===== config.mk =====
export PLATFORM = sky130hd
export DESIGN_NAME = fifo_wr_arbiter
export DESIGN_NICKNAME = d
export VERILOG_FILES = /design/src/rtl/fifo_wr_arbiter_pkg.sv /design/src/rtl/fifo_wr_arbiter_rr_pick.sv /design/src/rtl/fifo_wr_arbiter.sv
export SDC_FILE = /design/constraint.sdc
export NUM_CORES = 1
export LEC_CHECK = 0
export BUFFER_PORTS_ARGS = -buffer_cell sky130_fd_sc_hd__buf_2
export CAP_MARGIN = 20
export CORE_MARGIN = 2
export CORE_UTILIZATION = 53
export CTS_CLUSTER_SIZE = 14
export DETAILED_ROUTE_END_ITERATION = 8
export PLACE_DENSITY = 0.85
export SKIP_CTS_REPAIR_TIMING = 1
export SLEW_MARGIN = 20
export SYNTH_ARGS = -nofsm -noshare
export SYNTH_HDL_FRONTEND = slang
export SYNTH_SLANG_ARGS = --single-unit

===== constraint.sdc =====
create_clock -name wr_clk -period 7.04 [get_ports wr_clk]
set_clock_uncertainty 0.15 [all_clocks]
set_input_delay 1.408 -clock wr_clk [delete_from_list [all_inputs] [get_ports wr_clk]]
set_output_delay 1.408 -clock wr_clk [all_outputs]
set_load 0.01 [all_outputs]

===== src/rtl/fifo_wr_arbiter_pkg.sv =====
// Shared types for the FIFO write-port arbiter and its round-robin picker.
package fifo_wr_arbiter_pkg;

  typedef enum logic {
    IDLE  = 1'b0,
    BURST = 1'b1
  } state_t;

  function automatic int ptr_width(input int n);
    return (n > 1) ? $clog2(n) : 1;
  endfunction

endpackage


===== src/rtl/fifo_wr_arbiter_rr_pick.sv =====
// Combinational round-robin picker: first set bit of valid scanning ptr, ptr+1, ... mod N.
module fifo_wr_arbiter_rr_pick
  import fifo_wr_arbiter_pkg::*;
#(
  parameter  int N  = 4,
  localparam int PW = ptr_width(N)
) (
  input  logic [N-1:0]  valid,
  input  logic [PW-1:0] ptr,
  output logic [N-1:0]  winner,
  output logic          found
);

  logic [PW-1:0] idx;

  always_comb begin
    winner = '0;
    found  = 1'b0;
    idx    = '0;
    for (int k = 0; k < N; k++) begin
      idx = PW'((int'(ptr) + k) % N);
      if (!found && valid[idx]) begin
        winner[idx] = 1'b1;
        found       = 1'b1;
      end
    end
  end

endmodule


===== src/rtl/fifo_wr_arbiter.sv =====
// Round-robin arbiter sharing one FIFO write port among NREQ valid/ready requesters,
// with bursts of up to MAX_BURST beats and throttling on full/almost_full.
module fifo_wr_arbiter
  import fifo_wr_arbiter_pkg::*;
#(
  parameter int NREQ      = 4,
  parameter int DSIZE     = 8,
  parameter int MAX_BURST = 4,
  parameter int BSIZE     = 4
) (
  input  logic                    wr_clk,
  input  logic                    wr_rst,
  input  logic                    arb_en,
  input  logic [NREQ-1:0]         req_valid,
  input  logic [NREQ*DSIZE-1:0]   req_data,
  output logic [NREQ-1:0]         req_ready,
  output logic [NREQ-1:0]         grant,
  output logic                    fifo_wr_en,
  output logic [DSIZE-1:0]        fifo_wr_data,
  input  logic                    fifo_full,
  input  logic                    fifo_almost_full,
  output logic                    busy
);

  localparam int PW = ptr_width(NREQ);

  state_t            state;
  logic [PW-1:0]     rr_ptr;
  logic [PW-1:0]     owner;
  logic [BSIZE-1:0]  beat_cnt;

  logic [NREQ-1:0]   pick;
  logic              found;
  logic [PW-1:0]     pick_idx;
  logic [PW-1:0]     next_ptr;
  logic              can_wr;
  logic              owner_valid;
  logic              accept;
  logic              last_beat;
  logic [DSIZE-1:0]  owner_data;

  fifo_wr_arbiter_rr_pick #(.N(NREQ)) u_pick (
    .valid  (req_valid),
    .ptr    (rr_ptr),
    .winner (pick),
    .found  (found)
  );

  always_comb begin
    pick_idx = '0;
    for (int i = 0; i < NREQ; i++) begin
      if (pick[i]) pick_idx = PW'(i);
    end
  end

  // Both flags gate writes; the output register adds a cycle that ALMOST>=2 absorbs.
  assign can_wr      = !fifo_full && !fifo_almost_full;
  assign owner_valid = |(grant & req_valid);
  assign req_ready   = (state == BURST) ? (grant & req_valid & {NREQ{can_wr}}) : '0;
  assign accept      = |req_ready;
  assign last_beat   = (beat_cnt == BSIZE'(MAX_BURST - 1));
  assign owner_data  = req_data[int'(owner)*DSIZE +: DSIZE];
  assign next_ptr    = (owner == PW'(NREQ - 1)) ? '0 : owner + 1'b1;

  always_ff @(posedge wr_clk or posedge wr_rst) begin
    if (wr_rst) begin
      state        <= IDLE;
      grant        <= '0;
      owner        <= '0;
      rr_ptr       <= '0;
      beat_cnt     <= '0;
      fifo_wr_en   <= 1'b0;
      fifo_wr_data <= '0;
      busy         <= 1'b0;
    end else begin
      fifo_wr_en <= 1'b0;
      case (state)
        IDLE: begin
          if (arb_en && found) begin
            state    <= BURST;
            grant    <= pick;
            owner    <= pick_idx;
            beat_cnt <= '0;
            busy     <= 1'b1;
          end
        end
        BURST: begin
          if (accept) begin
            fifo_wr_en   <= 1'b1;
            fifo_wr_data <= owner_data;
            beat_cnt     <= beat_cnt + 1'b1;
          end
          // Owner dropping valid forfeits the grant even if it never got a beat in.
          if (!owner_valid || (accept && last_beat)) begin
            state    <= IDLE;
            grant    <= '0;
            rr_ptr   <= next_ptr;
            beat_cnt <= '0;
            busy     <= 1'b0;
          end
        end
        default: state <= IDLE;
      endcase
    end
  end

endmodule

==> metrics.csv, run 1 <==
stage,metric,value,unit
clock_network,clk buf depth,2,
placement,placer congestion estimate,0.775,
cells_and_area,number of diodes,0,
placement,PortBufs,58,
floorplan,I/O pin count,59,
floorplan,die height,58.6,um
yosys,"FF+latch count, synth",23,
yosys,Most used DFF post-synth,dfrtp_1,
yosys,Cell variety after synth,39,
yosys,Synth Area in Compound Gates,14.1,%
clock_network,htree depth,1,
status,status,"complete, no violations",
routing,Wirelength per Cell,15.6,um
critical_path,critical setup path kind,input pin to output pin,
critical_path,startpoint types,input pin,
cells_and_area,net total in the final layout,249,
sta,Final Hold Fails,0,
sta,fin crit share,56.5,%
routing,DR vias,1399,
floorplan,Placement Rows,19,
routing,iteration-0 DRC count of the detailed router,38,
yosys,adder-cell area share of the yosys netlist,6.34,%
global_routing,GR Util All Layers,21.6,%
global_routing,initial antenna violation count,0,
yosys,post-synth top area cell,dfrtp_1,
yosys,post-synthesis simple-gate area fraction,16.0,%
placement,hpwl dp,2810,um
cells_and_area,area of the multi-input gates,945,um^2
power_and_ir_drop,Overall Power,0.698,mW
sta,setup TNS,0,ps
global_routing,GRT overflow,0,
power_and_ir_drop,Worst VDD drop,0.000225,V
hold_path,worst hold path class,flip-flop to flip-flop,
yosys,"EDFF count, synth",0,
yosys,largest family of logic cells by synthesized area,multiplexers,
sta,Period minus WS final,3980,ps
clock_network,clock root buffer,clkbuf_4,
clock_network,Clock Latency Late Sink,310,ps
yosys,Synth top area share,36.5,%
yosys,Synth area leaders,"dfrtp_1, mux4_2, mux2_2, ha_1, a21oi_1",
yosys,part of the Yosys area used for sequential elements,36.5,%
yosys,syn_area_per_cell,10.9,um^2
routing,DR vias/cell,6.08,
yosys,Yosys warning total,0,
critical_path,data arrival time of the worst path,2420,ps
clock_network,CTS buffer count,3,
power_and_ir_drop,PwrDens,368,nW/um^2
floorplan,Die Span X,58.6,um
sta,setup ws final,3060,ps
cells_and_area,Final Util,68.2,%
cells_and_area,Sequential Area,576,um^2
placement,DP Worst Slack,3060,ps
critical_path,CP Max Fanout,5,
floorplan,Initial Util,56.7,%
routing,Final ANT Viol Nets,0,
yosys,Cells after Synth,145,
global_routing,largest net degree at the start of global routing,24,
routing,Residual DRC,0,
sta,Achievable Freq,0.251,GHz
placement,placed cell count,226,
sta,Final Slew Violations,0,
flow_run,# Max-Cap Violations,0,
routing,first drt pass iteration count,4,
yosys,syn_nets,194,
sta,RSZ-0062 raised after global routing,false,
floorplan,full die area,3430,um^2
clock_network,"Clk pin slew, worst setup/hold paths",120,ps
cells_and_area,FILL cells,218,
clock_network,clk sinks,23,
cells_and_area,layout cells sized above 1,43.2,%
cells_and_area,Area Overhead vs Synth,20.1,%
yosys,multiplexer area fraction after synthesis,23.4,%
clock_network,TritonCTS clock tree,built,
critical_path,crit path capture type,output pin,
yosys,Post-synth ARST share,100,%
routing,final wirelength,3580,um
global_routing,first-pass GRT wire length,5640,um
floorplan,Core Area,2780,um^2
cells_and_area,filler-free cell count of the finished design,230,
sta,Worst Tran Pin Value,805,ps
yosys,Synth Area in XOR/XNOR,0,%
global_routing,vias in the first global route,1298,
sta,Relative slew margins,46.3,%
sta,Setup Viol. Count Final,0,
power_and_ir_drop,Lkg Pwr,0.924,nW
critical_path,CP required,5480,ps
yosys,post-synth design cell area,1580,um^2
==> synthesized netlist by cell type, drive strengths merged, types with 3 or more instances <==
cell type  count
a211oi         3
buf            4
and3b          3
o21ai         10
nand3b         3
nor2           8
nand2         13
dfrtp         23
nand3          3
mux4          11
inv            5
mux2           9
clkbuf         4
and3           4
a21oi         10
ha             8
==> through the flow <==
stage	instance area, um^2	hold slack (ps)
final	1900	338
after global routing	1900	357
after CTS	1900	334
after detailed placement	1870	312
after global placement	1870	313
after floorplan	1580	287
==> cell type report <==
| cell class | instances | area share (%) |
|---|---|---|
| well taps | 31 | 2.05 |
| repair buffers | 58 | 15.3 |
| multi-input cells | 109 | 49.8 |
| inverters | 5 | 0.990 |
| clock inverters | 1 | 0.264 |
| clock buffers | 3 | 1.19 |
| flip-flops and latches | 23 | 30.4 |
==> logic make-up (layout without fill, tap and decap cells) <==
group | count (synthesis) | in the layout
adders and majority gates | 8 | 8
muxes | 22 | 22
and+or+nand+nor | 45 | 45
AOI/OAI and AO/OA | 34 | 34
DFF | 23 | 23
buffers and inverters | 13 | 67
==> layer usage <==
metal  GRT usage, %  vias to the layer above  share of wire [%]
met1           27.5                      668                 40
li1               -                      657                  -
met2           38.2                       68                 50
met4           8.64                        0                1.6
met3           1.76                        6                7.7
met5              0                        -                  0
==> state kept, by name (all words and copies together) (netlist names) <==
register	cells
beat_cnt	4
grant	4
busy	1
owner	2
rr_ptr	2
fifo_wr_en	1
fifo_wr_data	8
state	1
==> worst paths after layout <==
path	start	end	slack (ps)	cells past startpoint
hold / removal	beat_cnt[3]$_DFFE_PP0P_	beat_cnt[3]$_DFFE_PP0P_	340	1
setup / recovery	fifo_full	req_ready[0]	3060	5
max in group asynchronous	wr_rst	fifo_wr_data[4]$_DFFE_PP0P_	5160	2
hold reg to reg	beat_cnt[3]$_DFFE_PP0P_	beat_cnt[3]$_DFFE_PP0P_	340	1
min in group asynchronous	wr_rst	fifo_wr_en$_DFF_PP0_	1080	2
setup reg to reg	rr_ptr[0]$_DFFE_PP0P_	owner[0]$_DFFE_PP0P_	4340	7
==> worst max-delay path, cell delays in order <==
cell	delay [ps]
buf_2	100
or3b_1	430
inv_1	180
and3_1	180
buf_2	120
==> report_power, final <==
part | internal (mW) | switching, mW
clock network | 0.0212 | 0.0383
registers | 0.186 | 0.0761
logic | 0.195 | 0.180
==> placed cells by master (no fill, tap or decap), drive strengths merged, types with 4 or more instances in the layout <==
master  Yosys  routed
o21ai      10      10
dfrtp      23      23
mux2        9       9
buf         4      58
a21oi      10      10
and3        4       4
ha          8       8
nand2      13      13
mux4       11      11
nor2        8       8
inv         5       5
No activity file was read; power rests on OpenSTA's default activity.
==> run 2, diff against run 1 <==
--- a/config.mk
+++ b/config.mk
@@ -8,10 +8,10 @@
 export BUFFER_PORTS_ARGS = -buffer_cell sky130_fd_sc_hd__buf_2
 export CAP_MARGIN = 20
 export CORE_MARGIN = 2
-export CORE_UTILIZATION = 53
+export CORE_UTILIZATION = 44
 export CTS_CLUSTER_SIZE = 14
 export DETAILED_ROUTE_END_ITERATION = 8
-export PLACE_DENSITY = 0.85
+export PLACE_DENSITY = 0.76
 export SKIP_CTS_REPAIR_TIMING = 1
 export SLEW_MARGIN = 20
 export SYNTH_ARGS = -nofsm -noshare
==> constraint.sdc (replaced) <==
create_clock -name wr_clk -period 3.5 [get_ports wr_clk]
set_clock_uncertainty 0.15 [all_clocks]
set_input_delay 0.7 -clock wr_clk [delete_from_list [all_inputs] [get_ports wr_clk]]
set_output_delay 0.7 -clock wr_clk [all_outputs]
set_load 0.01 [all_outputs]
==> metrics.csv, run 2 (same netlist as run 1, synthesis figures left out) <==
stage,metric,value,unit
routing,iteration-0 DRC count of the detailed router,49,
routing,first drt pass iteration count,4,
clock_network,clk buf depth,2,
floorplan,Die Span X,63.9,um
critical_path,crit path capture type,flip-flop,
routing,Wirelength per Cell,15.5,um
floorplan,I/O pin count,59,
cells_and_area,biggest regs,"fifo_wr_data (8), beat_cnt (4), grant (4)",
routing,Residual DRC,0,
cells_and_area,number of diodes,0,
sta,Period minus WS final,2670,ps
clock_network,clk sinks,23,
clock_network,"Clk pin slew, worst setup/hold paths",130,ps
cells_and_area,Top reg by flops,fifo_wr_data,
cells_and_area,"most common cell after layout, fill and taps aside",buf_2,
routing,DR vias/cell,5.72,
clock_network,TritonCTS clock tree,built,
routing,final wirelength,3790,um
sta,setup TNS,0,ps
sta,fin crit share,76.4,%
critical_path,critical setup path kind,flip-flop to flip-flop,
floorplan,Initial Util,46.5,%
floorplan,Placement Rows,21,
flow_run,# Max-Cap Violations,0,
global_routing,GRT overflow,0,
floorplan,die height,63.9,um
routing,DR vias,1402,
sta,Relative slew margins,44.0,%
sta,Setup Viol. Count Final,0,
cells_and_area,net total in the final layout,249,
power_and_ir_drop,Worst VDD drop,0.000315,V
critical_path,CP Max Fanout,13,
floorplan,Core Area,3390,um^2
sta,Worst Tran Pin Value,840,ps
global_routing,GR Util All Layers,19.7,%
sta,Final Slew Violations,0,
hold_path,worst hold path class,input pin to async pin,
clock_network,Clock Latency Late Sink,320,ps
sta,Final Hold Fails,0,
clock_network,CTS buffer count,3,
placement,hpwl dp,2930,um
cells_and_area,filler-free cell count of the finished design,245,
sta,RSZ-0062 raised after global routing,false,
cells_and_area,layout cells sized above 1,43.2,%
placement,placer congestion estimate,0.785,
routing,Final ANT Viol Nets,0,
power_and_ir_drop,Lkg Pwr,0.924,nW
global_routing,first-pass GRT wire length,6340,um
clock_network,htree depth,1,
power_and_ir_drop,Overall Power,1.41,mW
placement,DP Worst Slack,884,ps
cells_and_area,"commonest cells after routing, fill and taps aside","buf_2, dfrtp_1, nand2_1, mux4_2, a21oi_1",
global_routing,initial antenna violation count,0,
global_routing,largest net degree at the start of global routing,24,
cells_and_area,Area Overhead vs Synth,21.3,%
critical_path,startpoint types,flip-flop,
status,status,"complete, no violations",
placement,placed cell count,241,
power_and_ir_drop,PwrDens,739,nW/um^2
global_routing,vias in the first global route,1383,
critical_path,data arrival time of the worst path,2720,ps
floorplan,full die area,4080,um^2
sta,setup ws final,827,ps
critical_path,CP required,3540,ps
placement,PortBufs,58,
sta,Achievable Freq,0.374,GHz
cells_and_area,number of flip-flops in the largest register,8,
clock_network,clock root buffer,clkbuf_4,
## run 2: cell counts in the layout (fill, tap and decap cells not counted)
Identical to the previous run, type by type.
## run 2: per-layer routing
metal  up-vias  share of wire, %  GRT usage, %  wire length, um
met2        63                49          33.3             1850
met3         5               6.8          3.17              258
li1        654                 -             -                -
met5         -                 0             0                0
met4         0               1.6          7.34               61
met1       680                43          25.2             1620
## run 2: area by class of cell
| class | count | area [um^2] |
|---|---|---|
| tap | 46 | 57.6 |
| clock buffer | 3 | 22.5 |
| clock inverter | 1 | 5.00 |
| fill | 309 | 1480 |
| inverter | 5 | 18.8 |
| sequential | 23 | 576 |
| timing repair buffer | 58 | 290 |
| multi-input combinational | 109 | 945 |
## run 2: worst paths after layout
check	from	endpoint	slack (ps)	depth (start not counted)
hold reg to reg	fifo_wr_data[1]$_DFFE_PP0P_	fifo_wr_data[1]$_DFFE_PP0P_	370	1
setup / recovery	rr_ptr[0]$_DFFE_PP0P_	owner[0]$_DFFE_PP0P_	830	7
min in group wr_clk	fifo_wr_data[1]$_DFFE_PP0P_	fifo_wr_data[1]$_DFFE_PP0P_	370	1
hold / removal	wr_rst	fifo_wr_data[4]$_DFFE_PP0P_	370	2
setup reg to reg	rr_ptr[0]$_DFFE_PP0P_	owner[0]$_DFFE_PP0P_	830	7
max in group asynchronous	wr_rst	fifo_wr_data[6]$_DFFE_PP0P_	2300	2
## run 2: power breakdown
group / total (mW) / switching, mW / internal (mW)
clock network: 0.125 / 0.0822 / 0.0428
logic: 0.759 / 0.365 / 0.393
registers: 0.530 / 0.156 / 0.374
total: 1.41 / 0.603 / 0.810
## run 2: metrics by stage
stage | cell area, um^2 | hold slack (ps) | utilization [%]
finish | 1910 | 369 | 56.5
global route | 1910 | 393 | 56.5
CTS | 1910 | 372 | 56.5
detailed placement | 1890 | 343 | 55.7
global placement | 1890 | 309 | 55.7
floorplan | 1580 | 287 | -
## run 2: worst max-delay path: stages, from the launching register on
cell      delay [ps]
dfrtp_1          640
inv_1            180
ha_1             440
mux4_2           410
nand2_1          100
a31oi_1           80
a211oi_1         390
o22ai_1          150
==> run 3, diff against run 2 <==
--- a/config.mk
+++ b/config.mk
@@ -8,10 +8,10 @@
 export BUFFER_PORTS_ARGS = -buffer_cell sky130_fd_sc_hd__buf_2
 export CAP_MARGIN = 20
 export CORE_MARGIN = 2
-export CORE_UTILIZATION = 44
+export CORE_UTILIZATION = 49
 export CTS_CLUSTER_SIZE = 14
 export DETAILED_ROUTE_END_ITERATION = 8
-export PLACE_DENSITY = 0.76
+export PLACE_DENSITY = 0.8
 export SKIP_CTS_REPAIR_TIMING = 1
 export SLEW_MARGIN = 20
 export SYNTH_ARGS = -nofsm -noshare
==> constraint.sdc (replaced) <==
create_clock -name wr_clk -period 2.6 [get_ports wr_clk]
set_clock_uncertainty 0.15 [all_clocks]
set_input_delay 0.52 -clock wr_clk [delete_from_list [all_inputs] [get_ports wr_clk]]
set_output_delay 0.52 -clock wr_clk [all_outputs]
set_load 0.01 [all_outputs]
==> metrics.csv, run 3 (same netlist as run 1, synthesis figures left out) <==
stage,metric,value,unit
status,status,"complete, no violations",
critical_path,crit path capture type,output pin,
global_routing,largest net degree at the start of global routing,24,
critical_path,CP peak stage delay,470,ps
cells_and_area,biggest regs,"fifo_wr_data (8), beat_cnt (4), grant (4)",
routing,final wirelength,3860,um
cells_and_area,Final Util,63.1,%
floorplan,Core Area,3050,um^2
global_routing,first-pass GRT wire length,5870,um
sta,Achievable Freq,0.415,GHz
cells_and_area,"commonest cells after routing, fill and taps aside","buf_2, dfrtp_1, nand2_1, mux4_2, a21oi_1",
power_and_ir_drop,Lkg Pwr,0.931,nW
cells_and_area,net total in the final layout,251,
floorplan,die height,60.7,um
floorplan,Die Span X,60.7,um
placement,placed cell count,241,
power_and_ir_drop,clock share of power,8.7,%
floorplan,Placement Rows,20,
power_and_ir_drop,switching share of power,42.5,%
power_and_ir_drop,PwrDens,1000,nW/um^2
floorplan,I/O pin count,59,
critical_path,startpoint types,flip-flop,
sta,Final Hold Fails,0,
routing,DR vias/cell,5.73,
sta,Setup Viol. Count Final,0,
sta,Final Slew Violations,0,
routing,DR vias,1405,
clock_network,clock root buffer,clkbuf_4,
critical_path,data arrival time of the worst path,1740,ps
sta,Worst Tran Pin Value,871,ps
global_routing,GR Util All Layers,21.1,%
clock_network,clk sinks,23,
placement,hpwl dp,3020,um
cells_and_area,Area Overhead vs Synth,22.0,%
critical_path,Reg-to-Reg End,owner[0]$_DFFE_PP0P_,
critical_path,crit-path cells,or3b_1 -> inv_1 -> and3_1 -> buf_2,
cells_and_area,"most common cell after layout, fill and taps aside",buf_2,
critical_path,flop2flop setup slack,320,ps
routing,Final ANT Viol Nets,0,
critical_path,CP required,1930,ps
placement,DP Worst Slack,238,ps
sta,Relative slew margins,41.9,%
floorplan,Initial Util,51.7,%
global_routing,vias in the first global route,1296,
flow_run,# Max-Cap Violations,0,
clock_network,TritonCTS clock tree,built,
sta,fin crit share,92.7,%
cells_and_area,Top reg by flops,fifo_wr_data,
cells_and_area,number of diodes,0,
critical_path,CP endpoint,req_ready[3],
clock_network,CTS buffer count,3,
routing,first drt pass iteration count,4,
placement,placer congestion estimate,0.885,
power_and_ir_drop,power share of the sequential group,34.9,%
cells_and_area,filler-free cell count of the finished design,245,
power_and_ir_drop,Int Pwr,1.11,mW
power_and_ir_drop,Sw Pwr,0.822,mW
critical_path,FF-to-FF path depth,7,
critical_path,critical path's slowest cell,dfrtp_1,
sta,RSZ-0062 raised after global routing,false,
routing,iteration-0 DRC count of the detailed router,48,
power_and_ir_drop,Worst VDD drop,0.000552,V
routing,Wirelength per Cell,15.8,um
sta,Period minus WS final,2410,ps
clock_network,"Clk pin slew, worst setup/hold paths",130,ps
clock_network,htree depth,1,
placement,PortBufs,58,
global_routing,GRT overflow,0,
critical_path,CP Max Fanout,6,
sta,setup TNS,0,ps
floorplan,full die area,3690,um^2
critical_path,Critical Path Start,state$_DFF_PP0_,
global_routing,initial antenna violation count,0,
routing,Residual DRC,0,
cells_and_area,number of flip-flops in the largest register,8,
cells_and_area,layout cells sized above 1,43.3,%
hold_path,worst hold path class,input pin to async pin,
critical_path,critical setup path kind,flip-flop to output pin,
sta,setup ws final,190,ps
critical_path,reg-to-reg startpoint,rr_ptr[0]$_DFFE_PP0P_,
clock_network,Clock Latency Late Sink,320,ps
clock_network,clk buf depth,2,
power_and_ir_drop,Gate power share,56.4,%
==> run 3: cell count changes in the layout (fill, tap and decap cells not counted) <==
cell,previous run,this run
clkbuf_1,0,1
buf_4,0,2
clkinv_2,1,0
==> run 3: power by group through the flow <==
| stage | combinational, mW | clock, mW | sequential (mW) |
|---|---|---|---|
| after floorplan | 0.785 | 0 | 0.661 |
| after global placement | 1.04 | 0 | 0.671 |
| after detailed placement | 1.09 | 0 | 0.685 |
| after CTS | 1.09 | 0.168 | 0.678 |
| after global routing | 1.19 | 0.186 | 0.702 |
| final | 1.09 | 0.167 | 0.676 |
==> run 3: routing by layer <==
| metal | GRT usage (%) | part of all wire (%) |
|---|---|---|
| met1 | 26.8 | 43 |
| met5 | 0 | 0 |
| met4 | 5.28 | 0.96 |
| met3 | 3.20 | 7.0 |
| met2 | 37.6 | 49 |
==> run 3: critical path, delay by kind of cell (launching register included) <==
kind / cells / cell delay, ps
DFF: 1 / 470
and+or+nand+nor: 2 / 640
buffers and inverters: 2 / 310
==> run 3: worst min path at each step <==
| stage | to | slack, ps | cells after the start |
|---|---|---|---|
| after floorplan | beat_cnt[3]$_DFFE_PP0P_ | 290 | 1 |
| after global placement | beat_cnt[3]$_DFFE_PP0P_ | 320 | 1 |
| after detailed placement | beat_cnt[3]$_DFFE_PP0P_ | 320 | 1 |
| after CTS | beat_cnt[2]$_DFFE_PP0P_ | 230 | 2 |
| after global routing | beat_cnt[1]$_DFFE_PP0P_ | 270 | 2 |
| final | beat_cnt[3]$_DFFE_PP0P_ | 210 | 2 |
==> run 3: stage by stage <==
step	power, mW	cell area (um^2)	hold slack, ps
after floorplan	1.45	1580	287
after global placement	1.71	1900	316
after detailed placement	1.78	1900	322
after CTS	1.94	1930	230
after global routing	2.08	1930	269
final	1.93	1930	208
==> run 3: area by class of cell <==
cell class	instances	area [um^2]
clock buffers	4	26.3
fillers	278	1130
repair buffers	60	305
inverters	5	18.8
multi-input cells	109	945
well taps	44	55.1
flip-flops and latches	23	576
